## src/rtl/loop_over_all_nibbles.sv

```systemverilog
// loop_over_all_nibbles: nibble-serial 32-bit ALU, one nibble per clock LSB first, with early
// termination for short adds and an all-0xF compare flag for XNOR equality checks.
module loop_over_all_nibbles (
    input  logic        clk,
    input  logic        rst,
    input  logic        loop_perm_to_count,
    input  logic [4:0]  ctrl,
    input  logic [2:0]  loop_nibbles_number,
    input  logic        word2_is_signed_and_negative,
    input  logic        check_if_result_0xF,
    input  logic [31:0] word1,
    input  logic [31:0] word2,
    input  logic [31:0] preinit_result,
    output logic [31:0] result,
    output logic        busy,
    output logic        carry_in_out
);
    localparam logic [4:0] ADD  = 5'b00001;
    localparam logic [4:0] AND  = 5'b00010;
    localparam logic [4:0] OR   = 5'b00100;
    localparam logic [4:0] XOR  = 5'b01000;
    localparam logic [4:0] XNOR = 5'b10000;

    logic [2:0] idx;
    logic       carry, flag, is_add, last;
    logic [3:0] a, b, nib;
    logic [4:0] sum;

    always_comb begin
        a      = word1[{idx, 2'b00} +: 4];
        b      = (idx <= loop_nibbles_number) ? word2[{idx, 2'b00} +: 4] : {4{word2_is_signed_and_negative}};
        sum    = {1'b0, a} + {1'b0, b} + {4'b0, carry};
        is_add = ctrl == ADD;
        nib    = is_add        ? sum[3:0] :
                 ctrl == AND   ? a & b :
                 ctrl == OR    ? a | b :
                 ctrl == XOR   ? a ^ b :
                 ctrl == XNOR  ? ~(a ^ b) : 4'h0;
        // an add may stop once the carry matches the sign extension: upper nibbles are unchanged
        last   = idx == 3'd7 || (idx >= loop_nibbles_number && !check_if_result_0xF &&
                 (!is_add || sum[4] == word2_is_signed_and_negative));
        busy   = loop_perm_to_count && !rst && !last;
        carry_in_out = check_if_result_0xF ? flag : carry;
    end

    always_ff @(posedge clk or posedge rst) begin
        if (rst) begin
            result <= 32'h0;
            idx    <= 3'd0;
            carry  <= 1'b0;
            flag   <= 1'b1;
        end else if (!loop_perm_to_count) begin
            result <= preinit_result;
            idx    <= 3'd0;
            carry  <= 1'b0;
            flag   <= 1'b1;
        end else begin
            result[{idx, 2'b00} +: 4] <= nib;
            carry <= is_add & sum[4];
            flag  <= check_if_result_0xF ? flag & (nib == 4'hF) : flag;
            idx   <= last ? 3'd0 : idx + 3'd1;
        end
    end
endmodule

```

## config.mk

```make
export PLATFORM = sky130hd
export DESIGN_NAME = loop_over_all_nibbles
export DESIGN_NICKNAME = d
export VERILOG_FILES = /design/src/rtl/loop_over_all_nibbles.sv
export SDC_FILE = /design/constraint.sdc
export NUM_CORES = 1
export LEC_CHECK = 0
export CAP_MARGIN = 20
export CORE_UTILIZATION = 42
export DETAILED_ROUTE_END_ITERATION = 7
export GPL_TIMING_DRIVEN = 0
export HOLD_SLACK_MARGIN = 0.03
export PLACE_DENSITY_LB_ADDON = 0.08
export SLEW_MARGIN = 10
export SYNTH_ARGS = -nofsm -noshare
export SYNTH_HDL_FRONTEND = slang
export SYNTH_SLANG_ARGS = --single-unit
```

## constraint.sdc

```tcl
create_clock -name clk -period 7.7 [get_ports clk]
set_input_delay 1.54 -clock clk [delete_from_list [all_inputs] [get_ports clk]]
set_output_delay 1.54 -clock clk [all_outputs]
set_load 0.05 [all_outputs]
```

Yosys cells after proc, flatten, opt, wreduce, memory -nomap -nowiden:

Index checks and enable logic that the tools add are counted.

* bits in registers: 37
* latch bits: 0
* memory bits (writable): 0
* bits in read-only memories: 0
* input bits: 109
* output and inout port bits: 34
* logic and storage cells: 53
* memories: 0

* add/sub/neg operators: 4
* multiply operators: 0
* divide/modulo/power cells: 0
* magnitude comparators: 2
* equal/unequal tests: 9
* shift-type cells: 4
* mux-type cells: 14
* bitwise gates (word level): 6
* reductions and logical operators: 10

Operators by type and width (number)
* $shiftx A32 B6 Y4: 2
* $bwmux W32: 1
* $mux W32: 1
* $shift A4 B7 Y32 const A: 1
* $shiftx A4 B7 Y32: 1
* $mux W4: 6
* $neg A5 Y7: 1
* $mux W3: 2
* $add A4 B4 Y5: 1
* $add A5 B1 Y5: 1
* $eq A5 B1 Y1 const B: 1
* $eq A5 B2 Y1 const B: 1
* $eq A5 B3 Y1 const B: 1
* $eq A5 B4 Y1 const B: 1
* $eq A5 B5 Y1 const B: 1
* $and A4 B4 Y4: 1
* $eq A4 B4 Y1 const B: 1
* $logic_and A1 B1 Y1: 4
* $logic_not A1 Y1: 4
* $mux W1: 4
* $not A4 Y4: 1
* $or A4 B4 Y4: 1
* $xor A4 B4 Y4: 1
* $add A3 B1 Y3 const B: 1
* other kinds (7): 9

Logic depth before layout (Yosys ltp):

Gate-level depths: netlist (run 1).

* depth in word-level cells: 13
* mapped depth: 14

Least setup slack after synthesis (run 1):

OpenSTA, ideal clock, no wires.

* path type: input to output
* start: input loop_nibbles_number[1]
* end: output busy
* data arrival time: 5.063 ns
* setup slack: 1.097 ns
* cell stages on the path: 14
* path buffers: 0
* cell sequence: inv_1 -> ha_1 -> nor2b_1 -> o21ai_0 -> a32oi_1 -> nand2b_1 -> o21ai_0 -> fa_1 -> fa_1 -> nor2b_1 -> o21a_1 -> or3_1 -> a311oi_2 -> nor3_1

* longest elaborated chain between the ends: 10

Ends and longest elaborated chain
* start: declaration: RTL line 8 `input logic [2:0] loop_nibbles_number,`
* $le A3 B3 Y1: RTL line 31 `b = (idx <= loop_nibbles_number) ? word2[{idx, 2'b00} +: 4] : {4{word2_is_signed_and_negative}};`
* $mux W4: RTL line 31
* $add A4 B4 Y5: RTL line 32 `sum = {1'b0, a} + {1'b0, b} + {4'b0, carry};`
* $add A5 B1 Y5: RTL line 32
* $eq A1 B1 Y1: RTL line 41 `(!is_add || sum[4] == word2_is_signed_and_negative));`
* $logic_or A1 B1 Y1: RTL line 41
* $logic_and A1 B1 Y1 *: RTL line 40 `last = idx == 3'd7 || (idx >= loop_nibbles_number && !check_if_result_0xF &&`
* $logic_or A1 B1 Y1 *: RTL line 40
* $logic_not A1 Y1 *: RTL line 42 `busy = loop_perm_to_count && !rst && !last;`
* $logic_and A1 B1 Y1 *: RTL line 42
* end: declaration: RTL line 15 `output logic busy,`

Mark *: on every way between the ends. The rest lies on a longest branch, timed or not.

Worst setup path in the final report (run 1):

Ends and elaborated chain as after synthesis.

==> results.toml, run 1 <==
[clock_network]
root_buffer = "clkbuf_8"
numCtsBuffers = 5
clk_path_buf_depth = 2
cts_tree = "done"
clock_latency_ns = 0.30
clkTransAtPathRegs_ns = 0.07
cts.sinks = 37
cts_max_level = 2
cts_hold_buffers = 0

[grt]
grt_max_degree = 38
grt_overflow = 0
track_usage_pct = 24.00
antenna_found_initial = 0
grt_pass1_vias = 2944
grt_pass1_wl_um = 14150

[sta]
fmax_mhz = 136.0
tns_ns = 0
whs_ns = 0.5353
hold_viol = 0
finClkSkew_ns = 0.008720
setup_ws_ns = 0.3465
finalCritPeriodShare_pct = 95.50
rsz0062_at_grt = "false"
slew_viol_final = 0
worst_pin_slew_ns = 0.7684
fin_crit_ns = 7.353
setup_viol = 0
slew_headroom_pct = 48.70

[layout]
synthToLayoutAreaGrowth_pct = 54.52
drive_above_1_share_pct = 9.808
nets = 594
antenna_cells = 0

[synthesis]
synth_nets = 445
avgSynthCellArea_um2 = 9.598
synthFlopType = "dfrtp_1"
synth_seq_cells = 37
synthArstFlopShare_pct = 100.0
syn-cell-area_um2 = 3062
ys_seq_area_share_pct = 30.28
synth_edf_count = 0
syn_inst = 319
ys_types = 52
ys_warn_count = 0

[critical_path]
r2r_start = "idx[0]$_DFF_PP0_"
rr_endpoint = "result[5]$_DFFE_PP0P_"
crit_start = "loop_nibbles_number[1]"
start_kind = "primary input"
endpoint_kind = "output port"
rrSetupSlack_ns = 4.01
crit_path_max_fanout = 9
worstSetupPathType = "primary input to output port"
reg2reg_depth = 13
worstPathArrival_ns = 5.81
required_ns = 6.16

[min_path]
hold_path_depth = 2
hp-class = "flop to flop"
hold_end = "flag$_DFFE_PP1P_"
hp-start = "flag$_DFFE_PP1P_"

[pwr]
peakVddDrop_uv = 132.1
power_mw = 0.8412
p_leak_nw = 1.857
p_per_area_nw_per_um2 = 177.8

[route]
drtIter0Drc = 106
num_vias = 3017
first_pass_iters = 5
drc = 0
avgViaCountPerCell = 5.340
drt-total-wl_um = 8733
avgRoutedWirePerCell_um = 15.46
ant_nets = 0

[die]
core_um2 = 6907
die_h_um = 87.38
io_pins = 143
initial_core_util_pct = 44.33
dieArea_um2 = 7635
die_x_um = 87.38
std_cell_rows = 30

[run]
drv_cap = 0

[placement]
gp_congestion = 0.8027
pre_cts_ws_ns = 0.2676
hpwl_um = 6995
io_buffer_count = 142

[run_status]
status = "complete, no violations"
==> flip-flops by register name (all words and copies together), names as in the netlist <==
register  flops
carry         1
flag          1
idx           3
result       32
==> layer usage <==
metal  track usage, %  part of all wire (%)
met3            4.171                   6.0
met4            6.110                   1.5
met1            32.69                    45
met2            39.56                    48
met5                0                     0
==> how the worst max path moves through the flow <==
| stage | end | slack, ns |
|---|---|---|
| after floorplan | busy | 1.10 |
| after CTS | busy | 0.24 |
| after detailed placement | busy | 0.27 |
| final | busy | 0.35 |
| after global routing | busy | 0.02 |
| after global placement | busy | 0.33 |
==> final cells by class <==
type,instances,area [um2]
buffer,21,120.1
fill,590,2176
multi-input combinational,248,1973
inverter,13,48.80
sequential,37,927.1
clock buffer,6,82.58
tap,96,120.1
clock inverter,2,37.54
timing repair buffer,142,1421
==> power breakdown <==
part	switching [mW]	internal [mW]	leakage [nW]
Combinational	0.235	0.200	1.38
Clock	0.0722	0.105	0.0574
Sequential	0.0121	0.216	0.422
==> cell families after synthesis <==
logic type / share of synthesized area (%)
muxes: 19.62
DFF: 30.28
and+or+nand+nor: 22.68
AOI/OAI and AO/OA: 14.18
xor gates and xnor gates: 0.2861
buffers and inverters: 5.517
adders and majority gates: 7.438
==> cells in the final DEF (no fill, tap or decap), types with 4 or more instances in the layout <==
master,instances
clkdlybuf4s50_1,142
nor2_1,52
dfrtp_1,36
a21oi_1,28
mux2i_1,24
mux4_2,16
ha_1,15
nand2_1,13
o21ai_0,12
inv_1,11
clkbuf_1,8
a31oi_1,8
nand3_1,7
buf_2,6
nand2b_1,6
clkbuf_8,6
nand3b_1,5
nor2b_1,5
o21a_1,5
nor3b_1,4
nor3_1,4
and3b_1,4
and2_1,4
==> worst max-delay path, cell delays in order <==
cell,delay [ns]
clkdlybuf4s50_1,0.45
inv_1,0.04
ha_1,0.33
nor2b_1,0.15
o21ai_0,0.20
a32oi_2,0.16
nand2b_1,0.26
o21ai_0,0.21
fa_1,0.44
fa_1,0.41
nor2b_1,0.13
o21a_1,0.15
o21ai_0,0.09
a311oi_2,0.42
nor3_1,0.11
clkdlybuf4s50_1,0.71
==> cells in the mapped netlist, types with 2 or more instances <==
library cell | instances | share of area (%)
mux4_2 | 16 | 12
dfrtp_1 | 36 | 29
clkbuf_1 | 8 | 0.98
nor3_1 | 4 | 0.65
o21ai_0 | 12 | 2.0
inv_1 | 12 | 1.5
buf_4 | 3 | 0.74
buf_6 | 3 | 1.1
o311a_1 | 2 | 0.65
a21oi_1 | 28 | 4.6
and2_1 | 4 | 0.82
nor4b_1 | 3 | 0.86
and3b_1 | 4 | 1.1
o31a_1 | 2 | 0.57
and4bb_1 | 2 | 0.82
ha_1 | 15 | 6.1
fa_1 | 2 | 1.3
nand2_1 | 13 | 1.6
nor2b_1 | 5 | 1.0
o21a_1 | 5 | 1.2
nand3b_1 | 5 | 1.2
nand2b_1 | 6 | 1.2
a31oi_1 | 8 | 1.6
buf_2 | 6 | 0.98
nor2_1 | 52 | 6.4
nand4bb_1 | 3 | 1.1
nand3_1 | 7 | 1.1
mux2i_1 | 24 | 7.8
nor3b_1 | 4 | 0.98
o21ai_1 | 3 | 0.49
==> per-stage QoR <==
step	cell area, um2	util [%]	cells
after CTS	4723	68.39	565
final	4731	68.50	565
after floorplan	3062	-	319
after detailed placement	4603	66.65	557
after global routing	4731	68.50	565
after global placement	4603	66.65	557
==> timing repair <==
item | in CTS | in global routing
endpoints found under the hold margin | 0 | 0
buffers inserted | 0 | 0
setup endpoints to repair | 0 | 1
resized for setup | 0 | 1
Power figures use the tool's default switching activity.
==> inputs of run 2 (changes only) <==
--- a/config.mk
+++ b/config.mk
@@ -6,7 +6,9 @@
 export NUM_CORES = 1
 export LEC_CHECK = 0
 export CAP_MARGIN = 20
+export CORE_MARGIN = 1
 export CORE_UTILIZATION = 42
+export CTS_CLUSTER_DIAMETER = 100
 export DETAILED_ROUTE_END_ITERATION = 7
 export GPL_TIMING_DRIVEN = 0
 export HOLD_SLACK_MARGIN = 0.03
==> results of run 2 <==
No change in the layout: final DEF, timing and power equal those of run 1.
==> inputs of run 3 (changes only) <==
--- a/config.mk
+++ b/config.mk
@@ -9,6 +9,7 @@
 export CORE_MARGIN = 1
 export CORE_UTILIZATION = 42
 export CTS_CLUSTER_DIAMETER = 100
+export CTS_CLUSTER_SIZE = 12
 export DETAILED_ROUTE_END_ITERATION = 7
 export GPL_TIMING_DRIVEN = 0
 export HOLD_SLACK_MARGIN = 0.03
==> results of run 3 <==
No change in the layout: final DEF, timing and power equal those of run 1.
